==> src/rtl/game_pkg.sv <==
// Shared state encoding, idle-output constant and sizing helper for the
// game session controller.
package game_pkg;

    typedef enum logic [3:0] {
        AUTH       = 4'd0,
        ARM        = 4'd1,
        PLAY       = 4'd2,
        PAUSE      = 4'd3,
        RESUMABLE  = 4'd4,
        LOGOUT_ARM = 4'd5,
        ROUND_END  = 4'd6,
        LOGOUT     = 4'd7,
        RESTART    = 4'd8
    } state_t;

    localparam int SEC_W = 8;

    // {rnd_load_out, strt_one_sec} whenever the session is not in PLAY
    localparam logic [1:0] IDLE_OUT = 2'b10;

    function automatic int player_idx_w(input int n);
        return (n > 1) ? $clog2(n) : 1;
    endfunction

endpackage

==> src/rtl/game_session_ctrl_sec_tick_timer.sv <==
// Free-running one-second tick divider with a seconds counter; only advances
// while enabled and restarts from zero on clr.
module sec_tick_timer
    import game_pkg::*;
#(
    parameter int TICK_CYCLES = 50000000
) (
    input  logic             clk,
    input  logic             rst,
    input  logic             clr,
    input  logic             en,
    output logic             tick,
    output logic [SEC_W-1:0] seconds
);

    localparam int CW = (TICK_CYCLES > 1) ? $clog2(TICK_CYCLES) : 1;
    localparam logic [CW-1:0] LAST = CW'(TICK_CYCLES - 1);

    logic [CW-1:0] cnt;

    assign tick = en && (cnt == LAST);

    always_ff @(posedge clk) begin
        if (rst || clr) begin
            cnt     <= '0;
            seconds <= '0;
        end else if (en) begin
            if (tick) begin
                cnt     <= '0;
                seconds <= seconds + SEC_W'(1);
            end else begin
                cnt <= cnt + CW'(1);
            end
        end
    end

endmodule

==> src/rtl/game_session_ctrl.sv <==
// N-player session controller: gates play behind authentication, sequences
// the session from one button and routes load strobes to the active player.
module game_session_ctrl
    import game_pkg::*;
#(
    parameter int NUM_PLAYERS     = 2,
    parameter int TICK_CYCLES     = 50000000,
    parameter int PAUSE_GRACE_SEC = 1,
    parameter int PAUSE_LIMIT_SEC = 15,
    parameter int ROUND_W         = 8
) (
    input  logic                                   clk,
    input  logic                                   rst,
    input  logic                                   auth_ok,
    input  logic                                   btn,
    input  logic                                   rnd_load_in,
    input  logic [NUM_PLAYERS-1:0]                 player_load_in,
    input  logic                                   round_timeout,
    output logic                                   rnd_load_out,
    output logic [NUM_PLAYERS-1:0]                 player_load_out,
    output logic                                   strt_one_sec,
    output logic                                   strt_dig_timer,
    output logic                                   log_out,
    output logic [player_idx_w(NUM_PLAYERS)-1:0]   active_player,
    output logic [ROUND_W-1:0]                     round_cnt,
    output logic [3:0]                             state_out
);

    localparam int PW = player_idx_w(NUM_PLAYERS);
    localparam logic [PW-1:0] LAST_PLAYER = PW'(NUM_PLAYERS - 1);

    state_t           state, next_state;
    logic             bad_state;
    logic             tick, timer_clr, timer_en;
    logic [SEC_W-1:0] seconds;

    function automatic logic counting(input state_t s);
        return (s == PAUSE) || (s == RESUMABLE) || (s == LOGOUT_ARM);
    endfunction

    // True on the cycle whose tick completes the given number of seconds
    function automatic logic secs_reached(input logic t, input logic [SEC_W-1:0] s,
                                          input int limit);
        return t && (s == SEC_W'(limit - 1));
    endfunction

    assign timer_en  = counting(state);
    assign timer_clr = counting(next_state) && (next_state != state);
    assign state_out = state;

    sec_tick_timer #(
        .TICK_CYCLES(TICK_CYCLES)
    ) u_sec_timer (
        .clk    (clk),
        .rst    (rst),
        .clr    (timer_clr),
        .en     (timer_en),
        .tick   (tick),
        .seconds(seconds)
    );

    always_comb begin
        next_state = state;
        bad_state  = 1'b0;
        case (state)
            AUTH:       if (btn && auth_ok) next_state = ARM;
            ARM:        if (btn) next_state = PLAY;
            PLAY: begin
                if (round_timeout) next_state = ROUND_END;
                else if (btn)      next_state = PAUSE;
            end
            PAUSE: begin
                if (secs_reached(tick, seconds, PAUSE_GRACE_SEC)) next_state = RESUMABLE;
                else if (btn)                                     next_state = LOGOUT_ARM;
            end
            RESUMABLE: begin
                if (secs_reached(tick, seconds, PAUSE_LIMIT_SEC)) next_state = LOGOUT;
                else if (btn)                                     next_state = PLAY;
            end
            LOGOUT_ARM: begin
                if (secs_reached(tick, seconds, 1)) next_state = ROUND_END;
                else if (btn)                       next_state = LOGOUT;
            end
            ROUND_END:  if (btn) next_state = RESTART;
            RESTART:    if (btn) next_state = PLAY;
            LOGOUT:     next_state = AUTH;
            default: begin
                next_state = AUTH;
                bad_state  = 1'b1;
            end
        endcase
    end

    // Outputs are registered from next_state so they line up with the state change
    always_ff @(posedge clk) begin
        if (rst) begin
            state                         <= AUTH;
            {rnd_load_out, strt_one_sec}  <= IDLE_OUT;
            player_load_out               <= '0;
            strt_dig_timer                <= 1'b0;
            log_out                       <= 1'b0;
            active_player                 <= '0;
            round_cnt                     <= '0;
        end else begin
            state          <= next_state;
            strt_dig_timer <= ((state == AUTH) && (next_state == ARM)) ||
                              ((state == ROUND_END) && (next_state == RESTART));
            log_out        <= (next_state == LOGOUT);

            if (next_state == PLAY) begin
                rnd_load_out    <= rnd_load_in;
                strt_one_sec    <= 1'b1;
                player_load_out <= player_load_in & (NUM_PLAYERS'(1) << active_player);
            end else begin
                {rnd_load_out, strt_one_sec} <= IDLE_OUT;
                player_load_out              <= '0;
            end

            if ((next_state == LOGOUT) || bad_state) begin
                round_cnt     <= '0;
                active_player <= '0;
            end else if ((next_state == ROUND_END) && (state != ROUND_END)) begin
                round_cnt     <= (round_cnt == '1) ? round_cnt : round_cnt + ROUND_W'(1);
                active_player <= (active_player == LAST_PLAYER) ? '0 : active_player + PW'(1);
            end
        end
    end

endmodule
==> config.mk <==
export PLATFORM = sky130hd
export DESIGN_NAME = game_session_ctrl
export DESIGN_NICKNAME = d
export VERILOG_FILES = /design/src/rtl/game_pkg.sv /design/src/rtl/game_session_ctrl_sec_tick_timer.sv /design/src/rtl/game_session_ctrl.sv
export SDC_FILE = /design/constraint.sdc
export NUM_CORES = 1
export LEC_CHECK = 0
export ABC_AREA = 1
export CORE_UTILIZATION = 35
export DETAILED_ROUTE_END_ITERATION = 10
export HOLD_SLACK_MARGIN = 0.12
export SKIP_LAST_GASP = 1
export SLEW_MARGIN = 20
export SYNTH_ARGS = -nofsm -noshare
export SYNTH_HDL_FRONTEND = slang
export SYNTH_SLANG_ARGS = --single-unit
export TNS_END_PERCENT = 1
==> constraint.sdc <==
create_clock -name clk -period 2 [get_ports clk]
set_clock_uncertainty 0.15 [all_clocks]
set_input_delay 0.4 -clock clk [delete_from_list [all_inputs] [get_ports clk]]
set_output_delay 0.4 -clock clk [all_outputs]
set_load 0.05 [all_outputs]
==> metrics.md <==
| Metric | Value |
|---|---|
| Status | `finished, violations left` |
| Failing checks | `setup timing` |
| Max-slew headroom | `approximately 67%` |
| Switch share | `29.27%` |
| Vias per cell | `4.545` |
| # clock sinks | `53` |
| Share of cells above drive strength 1 | `33.00%` |
| Clock Pin Slew Worst Setup and Hold Paths | `110 ps` |
| Num rows | `34` |
| Worst setup margin | `-237.7 ps` |
| Buf/Inv on CP | `2` |
| Final worst path period need | `around 2200 ps` |
| Global-route wire length before repair | `14,030 um` |
| H-tree depth | `2` |
| Worst path slowest cell | `dfxtp_2` |
| Post-DRT Antenna Nets | `0` |
| Post-route cell area | `4551 um^2` |
| Max VDD drop | `0.0003283 V` |
| Final Cycle Share | `111.9%` |
| Worst setup path class | `reg2reg` |
| Max-slew violations | `0` |
| GR Overflow Total | `0` |
| I/O pins | `27` |
| Port buffer count | `26` |
| Pre-antenna DRT Iters | `4` |
| Worst hold-check path type | `reg2reg` |
| Clk buf depth | `2` |
| Yosys cell types | `38` |
| Post-Syn Area | `3196 um^2` |
| Ys Warns | `0` |
| Setup TNS | `-8861 ps` |
| Fmax | `0.4469 GHz` |
| Antenna violations before repair | `0` |
| Pin count of the biggest net entering global routing | `19` |
| Area added between synthesis and finish | `42.40%` |
| Post-DP HPWL | `6479 um` |
| Pwr/cell area | `roughly 470 nW/um^2` |
| Wire per inst | `10.98 um` |
| Crit path DAT | `2330 ps` |
| Nets | `about 620` |
| Clock latency on the worst-skew pair | `310 ps` |
| Number of max-cap violations | `0` |
| Die Wd | `97.55 um` |
| # fillers | `867` |
| Register share of total power | `50.9%` |
| TritonCTS Buffers | `5` |
| FF/Latch Area | `1080 um^2` |
| WL final | `7873 um` |
| Vias in the first global route | `3,290` |
| DIE AREA | `9516 um^2` |
| CTS tree | `done` |
| Ant. Diodes | `0` |
| Static leakage | `0.002062 uW` |
| Final Non-Filler Cells | `just over 700` |
| Setup crit end kind | `register` |
| Critical path's largest stage delay | `380 ps` |
| Syn_area_per_cell | `6.713 um^2` |
| Crit path max-delay family | `simple AND/OR/NAND/NOR gates` |
| GR Util All Layers | `between 10% and 20%` |
| Hold Slack | `350.9 ps` |
| Clk root buf | `clkbuf_8` |
| Least-Margin Pin Slew | `491.6 ps` |
| Final Hold Vio Count | `0` |
| Max FO, Critical Path | `8` |
| Syn Inst Count | `476` |
| Critical Path, Cell by Cell | `ha_4 > nand2_2 > nor2_4 > nand2_1 > nor2_4 > nand4_4 > nand2_2 > nand2_2 > nand2_4 > nand2_4 > nand2_1 > nand2_1 > inv_1 > nand2_1 > nand2_2 > nand2_4 > buf_12 > nor2_1` |
| #FFs+latches synth | `53` |
| Initial core utilization | `36.46%` |
| Area post-placement | `4389 um^2` |
| Logic pwr share | `about a fifth` |
| P_sw | `621.6 uW` |
| Routability cong. | `0.8776` |
| Final Util | `51.93%` |
| RSZ-0062 raised after global routing | `true` |
| Seq/Total Area, Yosys | `33.20%` |
| Post-Syn Nets | `489` |
| DRC viols | `0` |
| Via Count | `3,259` |
| Die Y | `97.55 um` |
| Startpoint types | `register` |
| CP required | `2090 ps` |
| Area occupied by multi-input gates | `between 1500 and 2000 um^2` |
| Clock network power share | `29.8%` |
| Initial DRC count | `55` |
| Core Box Area | `8763 um^2` |
| Internal power | `1502 uW` |
| Inst Count DP | `about 700` |
| Endpoints failing setup | `47` |
[flip-flops by register name, indices dropped and copies added (netlist names)]
name	count
u_sec_timer.seconds	8
rnd_load_out	1
strt_one_sec	1
active_player	1
round_cnt	8
u_sec_timer.cnt	26
log_out	1
state_out	4
strt_dig_timer	1
player_load_out	2
[power by group through the flow]
stage	registers, uW	logic (uW)	clock network (uW)
global placement	1110	398	0
detailed placement	1110	401	0
finish	1080	410	633
CTS	1080	408	661
floorplan	1140	192	0
global route	1080	441	703
[cells in the final DEF, fill, tap and decap left out, types with 14 or more instances in the layout]
master	count
buf_4	114
nand2_1	84
inv_1	80
nor2_1	71
dfxtp_1	46
nor2_2	29
nand3_1	22
a21oi_1	19
nor3_1	18
xor2_1	15
nand4_1	14
[metal layers]
| layer | share of wire (%) | vias to the layer above | wire, um | GRT usage, % |
|---|---|---|---|---|
| met2 | 48 | 38 | 3778 | 31.31 |
| met3 | 2.5 | 13 | 200 | 2.734 |
| met4 | 1.3 | 0 | 106 | 4.072 |
| met1 | 48 | 1456 | 3788 | 21.85 |
| li1 | - | 1752 | - | - |
| met5 | 0 | - | 0 | 0 |
[final timing paths]
kind	start	slack (ps)	to	cells past startpoint
max	u_sec_timer.cnt[1]	-240	u_sec_timer.seconds[3]	18
max reg2reg	u_sec_timer.cnt[1]	-240	u_sec_timer.seconds[3]	18
min reg2reg	active_player	350	player_load_out[0]	1
min	active_player	350	player_load_out[0]	1
[cell families (layout without fill, tap and decap cells)]
| kind of cell | after synthesis | after routing | share of synthesized area [%] |
|---|---|---|---|
| DFF | 53 | 53 | 33.20 |
| and+or+nand+nor | 272 | 272 | 41.31 |
| AOI/OAI and AO/OA | 36 | 36 | 6.618 |
| adders and majority gates | 5 | 5 | 1.958 |
| buffers and inverters | 89 | 222 | 11.16 |
| xor gates and xnor gates | 21 | 21 | 5.756 |
[per-stage QoR]
stage               total power, uW  worst slack (ps)
detailed placement             1507            -488.2
CTS                            2150            -226.6
global route                   2227            -384.3
floorplan                      1336            -60.76
finish                         2124            -237.7
global placement               1503            -500.9
[cells in the mapped netlist]
cell type  number  area share, %
nand2_1        91             11
inv_1          80            9.4
nor2_1         79            9.3
dfxtp_1        53             33
nand3_1        24            3.8
nor2_2         23            4.5
a21oi_1        20            3.1
nor3_1         18            2.8
xor2_1         15            4.1
nand4_1        14            2.7
xnor2_1         6            1.6
ha_1            5            2.0
inv_2           5           0.59
nand2_2         4           0.78
nor2_4          4            1.4
o21ai_0         4           0.63
buf_6           3            1.1
nand2_4         3            1.1
nand3_4         3            1.6
a22oi_1         2           0.47
o21ai_1         2           0.31
o22ai_1         2           0.39
a211oi_1        1           0.24
a21oi_4         1           0.51
a31oi_1         1           0.20
and3_1          1           0.20
clkinv_1        1           0.12
nand3_2         1           0.31
nand3b_1        1           0.24
nand4_2         1           0.39
nand4_4         1           0.67
nor3b_1         1           0.24
nor4_1          1           0.20
o21a_1          1           0.24
o21bai_1        1           0.24
o22a_1          1           0.27
or2_1           1           0.20
or3_1           1           0.20
[repair_timing]
item                       4_1_cts  5_1_grt
gates resized for setup          8        8
gates cloned                     0        0
setup buffers                    1        0
setup endpoints to repair       49       50
hold buffers                     0        0
pin swaps                        9        3
[cell type report]
type	count	area share, %
well taps	108	2.969
inverters	86	7.149
repair buffers	128	22.82
clock buffers	5	1.512
flip-flops and latches	53	23.73
clock inverters	3	0.5499
multi-input cells	334	41.27
Note: power is estimated with default switching activity, not from simulation.
